### src/rtl/pc_fetch_unit.sv
// Fetch stage: owns the PC, fetches instruction words over a req/ready handshake
// and fills the F-side of the F/D pipeline register, dropping fetches made stale by redirects.
module pc_fetch_unit #(
    parameter logic [31:0] RESET_PC   = 32'h0000_3000,
    parameter logic [31:0] EXC_VECTOR = 32'h0000_4180
) (
    input  logic        clk,
    input  logic        reset,
    input  logic        enable,
    input  logic        redirect_en,
    input  logic [31:0] redirect_pc,
    input  logic        eretD,
    input  logic [31:0] epc,
    input  logic        exc_en,
    output logic        imem_req,
    output logic [31:0] imem_addr,
    input  logic        imem_ready,
    input  logic [31:0] imem_rdata,
    output logic [31:0] InstrF,
    output logic [31:0] PCplus4F,
    output logic        fetch_validF,
    output logic        adelF,
    output logic        fetch_stallF
);

    typedef enum logic {
        S_REQ     = 1'b0,
        S_DISCARD = 1'b1
    } state_t;

    state_t      state_r, state_n;
    logic [31:0] pc_r, pc_n;
    logic [31:0] tgt_r, tgt_n;
    logic [31:0] instr_r, instr_n;
    logic [31:0] pc4_r, pc4_n;
    logic        valid_r, valid_n;
    logic        adel_r, adel_n;

    logic        redir_s;
    logic [31:0] redir_tgt_s;
    logic        req_s;
    logic [31:0] pc_plus4_s;
    logic        misaligned_s;

    // Redirect source select, request generation and next-state computation
    always_comb begin
        state_n    = state_r;
        pc_n       = pc_r;
        tgt_n      = tgt_r;
        instr_n    = instr_r;
        pc4_n      = pc4_r;
        valid_n    = valid_r;
        adel_n     = adel_r;

        pc_plus4_s   = pc_r + 32'd4;
        misaligned_s = (pc_r[1:0] != 2'b00);

        if (exc_en) begin
            redir_s     = 1'b1;
            redir_tgt_s = EXC_VECTOR;
        end else if (eretD) begin
            redir_s     = 1'b1;
            redir_tgt_s = epc;
        end else if (redirect_en) begin
            redir_s     = 1'b1;
            redir_tgt_s = redirect_pc;
        end else begin
            redir_s     = 1'b0;
            redir_tgt_s = 32'h0000_0000;
        end

        // Request is withheld during reset so a mid-handshake reset drops it at once
        if (reset) begin
            req_s = 1'b0;
        end else if (state_r == S_DISCARD) begin
            req_s = 1'b1;
        end else begin
            req_s = !valid_r || enable;
        end

        case (state_r)
            S_REQ: begin
                if (redir_s) begin
                    valid_n = 1'b0;
                    if (req_s && !imem_ready) begin
                        // Keep pc (and so imem_addr) stable until the stale word returns
                        tgt_n   = redir_tgt_s;
                        state_n = S_DISCARD;
                    end else begin
                        pc_n = redir_tgt_s;
                    end
                end else if (req_s && imem_ready) begin
                    instr_n = misaligned_s ? 32'h0000_0000 : imem_rdata;
                    pc4_n   = pc_plus4_s;
                    adel_n  = misaligned_s;
                    valid_n = 1'b1;
                    pc_n    = pc_plus4_s;
                end else if (valid_r && enable) begin
                    valid_n = 1'b0;
                end else begin
                    valid_n = valid_r;
                end
            end
            S_DISCARD: begin
                if (imem_ready) begin
                    pc_n    = redir_s ? redir_tgt_s : tgt_r;
                    state_n = S_REQ;
                end else if (redir_s) begin
                    tgt_n = redir_tgt_s;
                end else begin
                    tgt_n = tgt_r;
                end
            end
            default: begin
                state_n = S_REQ;
                valid_n = 1'b0;
            end
        endcase
    end

    // State and F-side pipeline registers
    always_ff @(posedge clk or posedge reset) begin
        if (reset) begin
            state_r <= S_REQ;
            pc_r    <= RESET_PC;
            tgt_r   <= 32'h0000_0000;
            instr_r <= 32'h0000_0000;
            pc4_r   <= 32'h0000_0000;
            valid_r <= 1'b0;
            adel_r  <= 1'b0;
        end else begin
            state_r <= state_n;
            pc_r    <= pc_n;
            tgt_r   <= tgt_n;
            instr_r <= instr_n;
            pc4_r   <= pc4_n;
            valid_r <= valid_n;
            adel_r  <= adel_n;
        end
    end

    assign imem_req     = req_s;
    assign imem_addr    = {pc_r[31:2], 2'b00};
    assign InstrF       = instr_r;
    assign PCplus4F     = pc4_r;
    assign fetch_validF = valid_r;
    assign adelF        = adel_r;
    assign fetch_stallF = ~valid_r;

endmodule

### config.mk
export PLATFORM = sky130hd
export DESIGN_NAME = pc_fetch_unit
export DESIGN_NICKNAME = d
export VERILOG_FILES = /design/src/rtl/pc_fetch_unit.sv
export SDC_FILE = /design/constraint.sdc
export NUM_CORES = 1
export LEC_CHECK = 0
export BUFFER_PORTS_ARGS = -buffer_cell sky130_fd_sc_hd__buf_4
export CORE_MARGIN = 8
export CORE_UTILIZATION = 46
export DETAILED_ROUTE_END_ITERATION = 16
export HOLD_SLACK_MARGIN = 0.03
export PLACE_DENSITY = 0.76
export REMOVE_ABC_BUFFERS = 1
export SETUP_SLACK_MARGIN = 0.4
export SLEW_MARGIN = 0
export SYNTH_ARGS = -nofsm -noshare
export SYNTH_HDL_FRONTEND = slang
export SYNTH_SLANG_ARGS = --single-unit
### constraint.sdc
create_clock -name clk -period 4.2 [get_ports clk]
set_input_delay 0.42 -clock clk [delete_from_list [all_inputs] [get_ports clk]]
set_output_delay 0.42 -clock clk [all_outputs]
set_load 0.005 [all_outputs]
==> flow_summary.yaml <==
sta:
  final.min_clock_period_ns: 2.891
  hold_slack_ns: 0.1198
  fin_crit_sh_pct: 68.82
  finalMaxSlewViolations: 0
  max_slew_margin_pct: 25.09
  layout_setup_ws_ns: 1.309
  finClkSkew_ns: 0.006521
  setup_viol: 0
  hold_violations: 0
  tightest_slew_ns: 1.124
  setup_tns_ns: 0
  rsz0062_at_grt: "false"
  fmax_ghz: 0.3459
global_route:
  grt_pass1_vias: 6081
  grt_start_max_net_pins: 81
  grt_pass1_wl_um: 32990
  grt-ovfl-total: 0
  antenna_found_initial: 1
  grt.total_usage_pct: 23.14
run:
  cap_viol_max_count: 0
clock_tree:
  clockBufferDepth: 2
  hold_buffers: 0
  cts_buffers: 17
  clkTransAtPathRegs_ns: 0.05
  postCtsSetupBuffers: 0
  htree_levels: 4
  root_buffer: "clkbuf_16"
  postCtsResizedCells: 0
  clk_latency_ns: 0.42
  clock_sinks: 131
  cts_tree: "built"
detailed_routing:
  dr.pass1.iters: 5
  vias_per_cell: 5.863
  num_vias: 5910
  drt_iter0_markers: 459
  wl_um: 20860
  ant_nets: 0
  drc: 0
  wl_per_cell_um: 20.69
yosys:
  ys_ff_latch: 131
  synth_edf_count: 0
  syn-cell-area_sq_mm: 0.006352
  avgSynthCellArea_sq_um: 9.957
  yosysUniqueCellTypes: 57
  ys_seq_area_share_pct: 51.64
  ys.flop_type: "dfrtp_1"
  synthArstFlopShare_pct: 100.0
  yosysWarnings: 0
  synthCells: 638
power:
  p_leak_uw: 0.004012
  swShare_pct: 26.27
  power_frac_clock_pct: 39.8
  power.share.sequential_pct: 41.6
  power_uw: 3898
  peakVddDrop_mv: 0.3240
  cellPowerDensity_mw_per_mm2: 454.5
  internal_power_uw: 2875
  pwr-share-comb_pct: 18.7
  p_sw_uw: 1024
critical_path:
  crit_chain: "clkinv_1 -> nand2_1 -> o22a_1 -> o21ai_0 -> a22o_1"
  crit_arrival_ns: 3.19
  crit_path_start: "state_r$_DFF_PP0_"
  max_stage_delay_ns: 0.82
  crit_type: "reg2reg"
  path_max_fanout: 21
  r2r_start: "state_r$_DFF_PP0_"
  crit_path_start_kind: "register"
  crit_path_top_delay_cell: "o22a_1"
  critPathRequiredTime_ns: 4.50
  endpoint_kind: "register"
  path_delay_family: "compound AO/OA/AOI/OAI gates"
  crit_buf_inv: 1
placement:
  dp_slack_ns: 1.319
  place_hpwl_um: 14650
  place_congestion: 0.8472
  numPortBuffers: 200
floorplan:
  dieHeight_um: 133.5
  rows: 43
  die_w_um: 133.5
  fp.dieArea_sq_mm: 0.01783
  start_util_pct: 46.48
  core_sq_mm: 0.01367
  num_io_pins: 203
worst_hold_path:
  hp-class: "in2async"
final_layout:
  areaGrowthSynthToFinish_pct: 35.02
  drive_gt1_share_pct: 32.00
  n_antenna_cell: 0
  final_nets: 919
outcome:
  status: "complete, no violations"
-- cell usage after synthesis (4+ instances only) --
master / count / area, sq um
dfrtp_1: 129 / 3228
nand2_1: 69 / 259.0
o21ai_0: 60 / 300.3
a22o_1: 57 / 499.2
nor2_1: 49 / 183.9
clkbuf_1: 38 / 142.6
a21oi_1: 27 / 135.1
xnor2_1: 25 / 219.0
a22oi_1: 22 / 165.2
inv_1: 13 / 48.80
nand3_1: 13 / 65.06
o2bb2ai_1: 10 / 87.58
a221oi_1: 8 / 70.07
nor3_1: 8 / 40.04
mux2_2: 7 / 78.83
buf_1: 6 / 22.52
nand3b_1: 6 / 45.04
nand4_1: 6 / 37.54
o22ai_1: 6 / 37.54
buf_2: 5 / 25.02
a31oi_1: 4 / 25.02
nor3_2: 4 / 40.04
o31a_1: 4 / 35.03
o31ai_1: 4 / 30.03
-- cell families (layout without fill, tap and decap cells) --
family / Yosys count / in the layout / synth area share, %
AOI/OAI and AO/OA: 223 / 223 / 24.68
and+or+nand+nor: 179 / 179 / 13.83
DFF: 131 / 131 / 51.64
buffers and inverters: 66 / 255 / 4.176
xor gates and xnor gates: 28 / 28 / 3.861
muxes: 9 / 9 / 1.556
adders and majority gates: 1 / 1 / 0.1969
other: 1 / 2 / 0.05903
-- power by group through the flow --
stage	Combinational, uW	Clock, uW	Sequential, uW
global route	802	1620	1640
global placement	710	0	1630
detailed placement	732	0	1640
finish	728	1550	1620
CTS	739	1570	1620
floorplan	295	0	1610
-- cell type report --
class,count,area (sq um)
clock inverter,12,160.2
multi-input combinational,442,2830
inverter,14,55.05
tap,180,225.2
sequential,131,3281
timing repair buffer,209,1569
clock buffer,20,456.7
fill,1126,5089
-- per-layer routing --
metal  up-vias  track usage, %  part of all wire [%]
li1       2679               -                     -
met1      2909           29.39                    42
met2       290           36.08                    47
met3        30           8.170                   9.1
met4         2           7.486                   1.4
met5         -               0                 0.062
-- state kept, by name, indices dropped and copies added (netlist names) --
| register | count |
|---|---|
| InstrF | 32 |
| PCplus4F | 32 |
| adelF | 1 |
| fetch_validF | 1 |
| pc_r | 32 |
| state_r | 1 |
| tgt_r | 32 |
-- worst paths after layout --
check	endpoint	slack [ns]	cells past startpoint
setup reg to reg	pc_r[15]$_DFFE_PP0P_	1.31	5
min in group clk	InstrF[25]$_DFFE_PP0P_	0.22	2
hold / removal	pc_r[31]$_DFFE_PP0P_	0.12	2
hold reg to reg	PCplus4F[10]$_DFFE_PP0P_	0.48	2
setup / recovery	pc_r[15]$_DFFE_PP0P_	1.31	5
max in group asynchronous	tgt_r[14]$_DFFE_PP0P_	2.56	3
-- metrics by stage --
| step | util (%) | std cells | area [sq um] |
|---|---|---|---|
| 4_1_cts | 62.76 | 1008 | 8577 |
| 6_report | 62.76 | 1008 | 8577 |
| 3_5_place_dp | 58.25 | 976 | 7960 |
| 3_3_place_gp | 58.25 | 976 | 7960 |
| 5_1_grt | 62.76 | 1008 | 8577 |
| 2_1_floorplan | - | 587 | 6143 |
-- worst reg2reg max path: stages (launching register included) --
cell and delay, ns:
dfrtp_1 0.65, clkinv_1 0.42, nand2_1 0.38, o22a_1 0.82
o21ai_0 0.22, a22o_1 0.29
-- cells in the final DEF, fill, tap and decap left out, types with 3 or more instances in the layout --
| cell type | synthesis | final |
|---|---|---|
| nand4_1 | 6 | 6 |
| o31a_1 | 4 | 4 |
| o21ai_0 | 60 | 60 |
| dfrtp_1 | 129 | 129 |
| bufinv_16 | 0 | 4 |
| a221o_1 | 3 | 3 |
| o2bb2ai_1 | 10 | 10 |
| mux2_2 | 7 | 7 |
| a22oi_1 | 22 | 22 |
| nor3_1 | 8 | 8 |
| clkbuf_16 | 0 | 17 |
| and4_1 | 3 | 3 |
| a21o_1 | 3 | 3 |
| buf_4 | 3 | 209 |
| a221oi_1 | 8 | 8 |
| a22o_1 | 57 | 57 |
| o22ai_1 | 6 | 5 |
| nor3_2 | 4 | 3 |
| a31oi_1 | 4 | 4 |
| nor2_1 | 49 | 47 |
| xor2_1 | 3 | 3 |
| nand2_1 | 69 | 69 |
| nand3b_1 | 6 | 6 |
| a21oi_1 | 27 | 27 |
| clkinv_2 | 0 | 8 |
| xnor2_1 | 25 | 25 |
| inv_1 | 13 | 12 |
| and3_1 | 3 | 3 |
| nand3_1 | 13 | 13 |
| o31ai_1 | 4 | 4 |
Power figures use the tool's default switching activity.
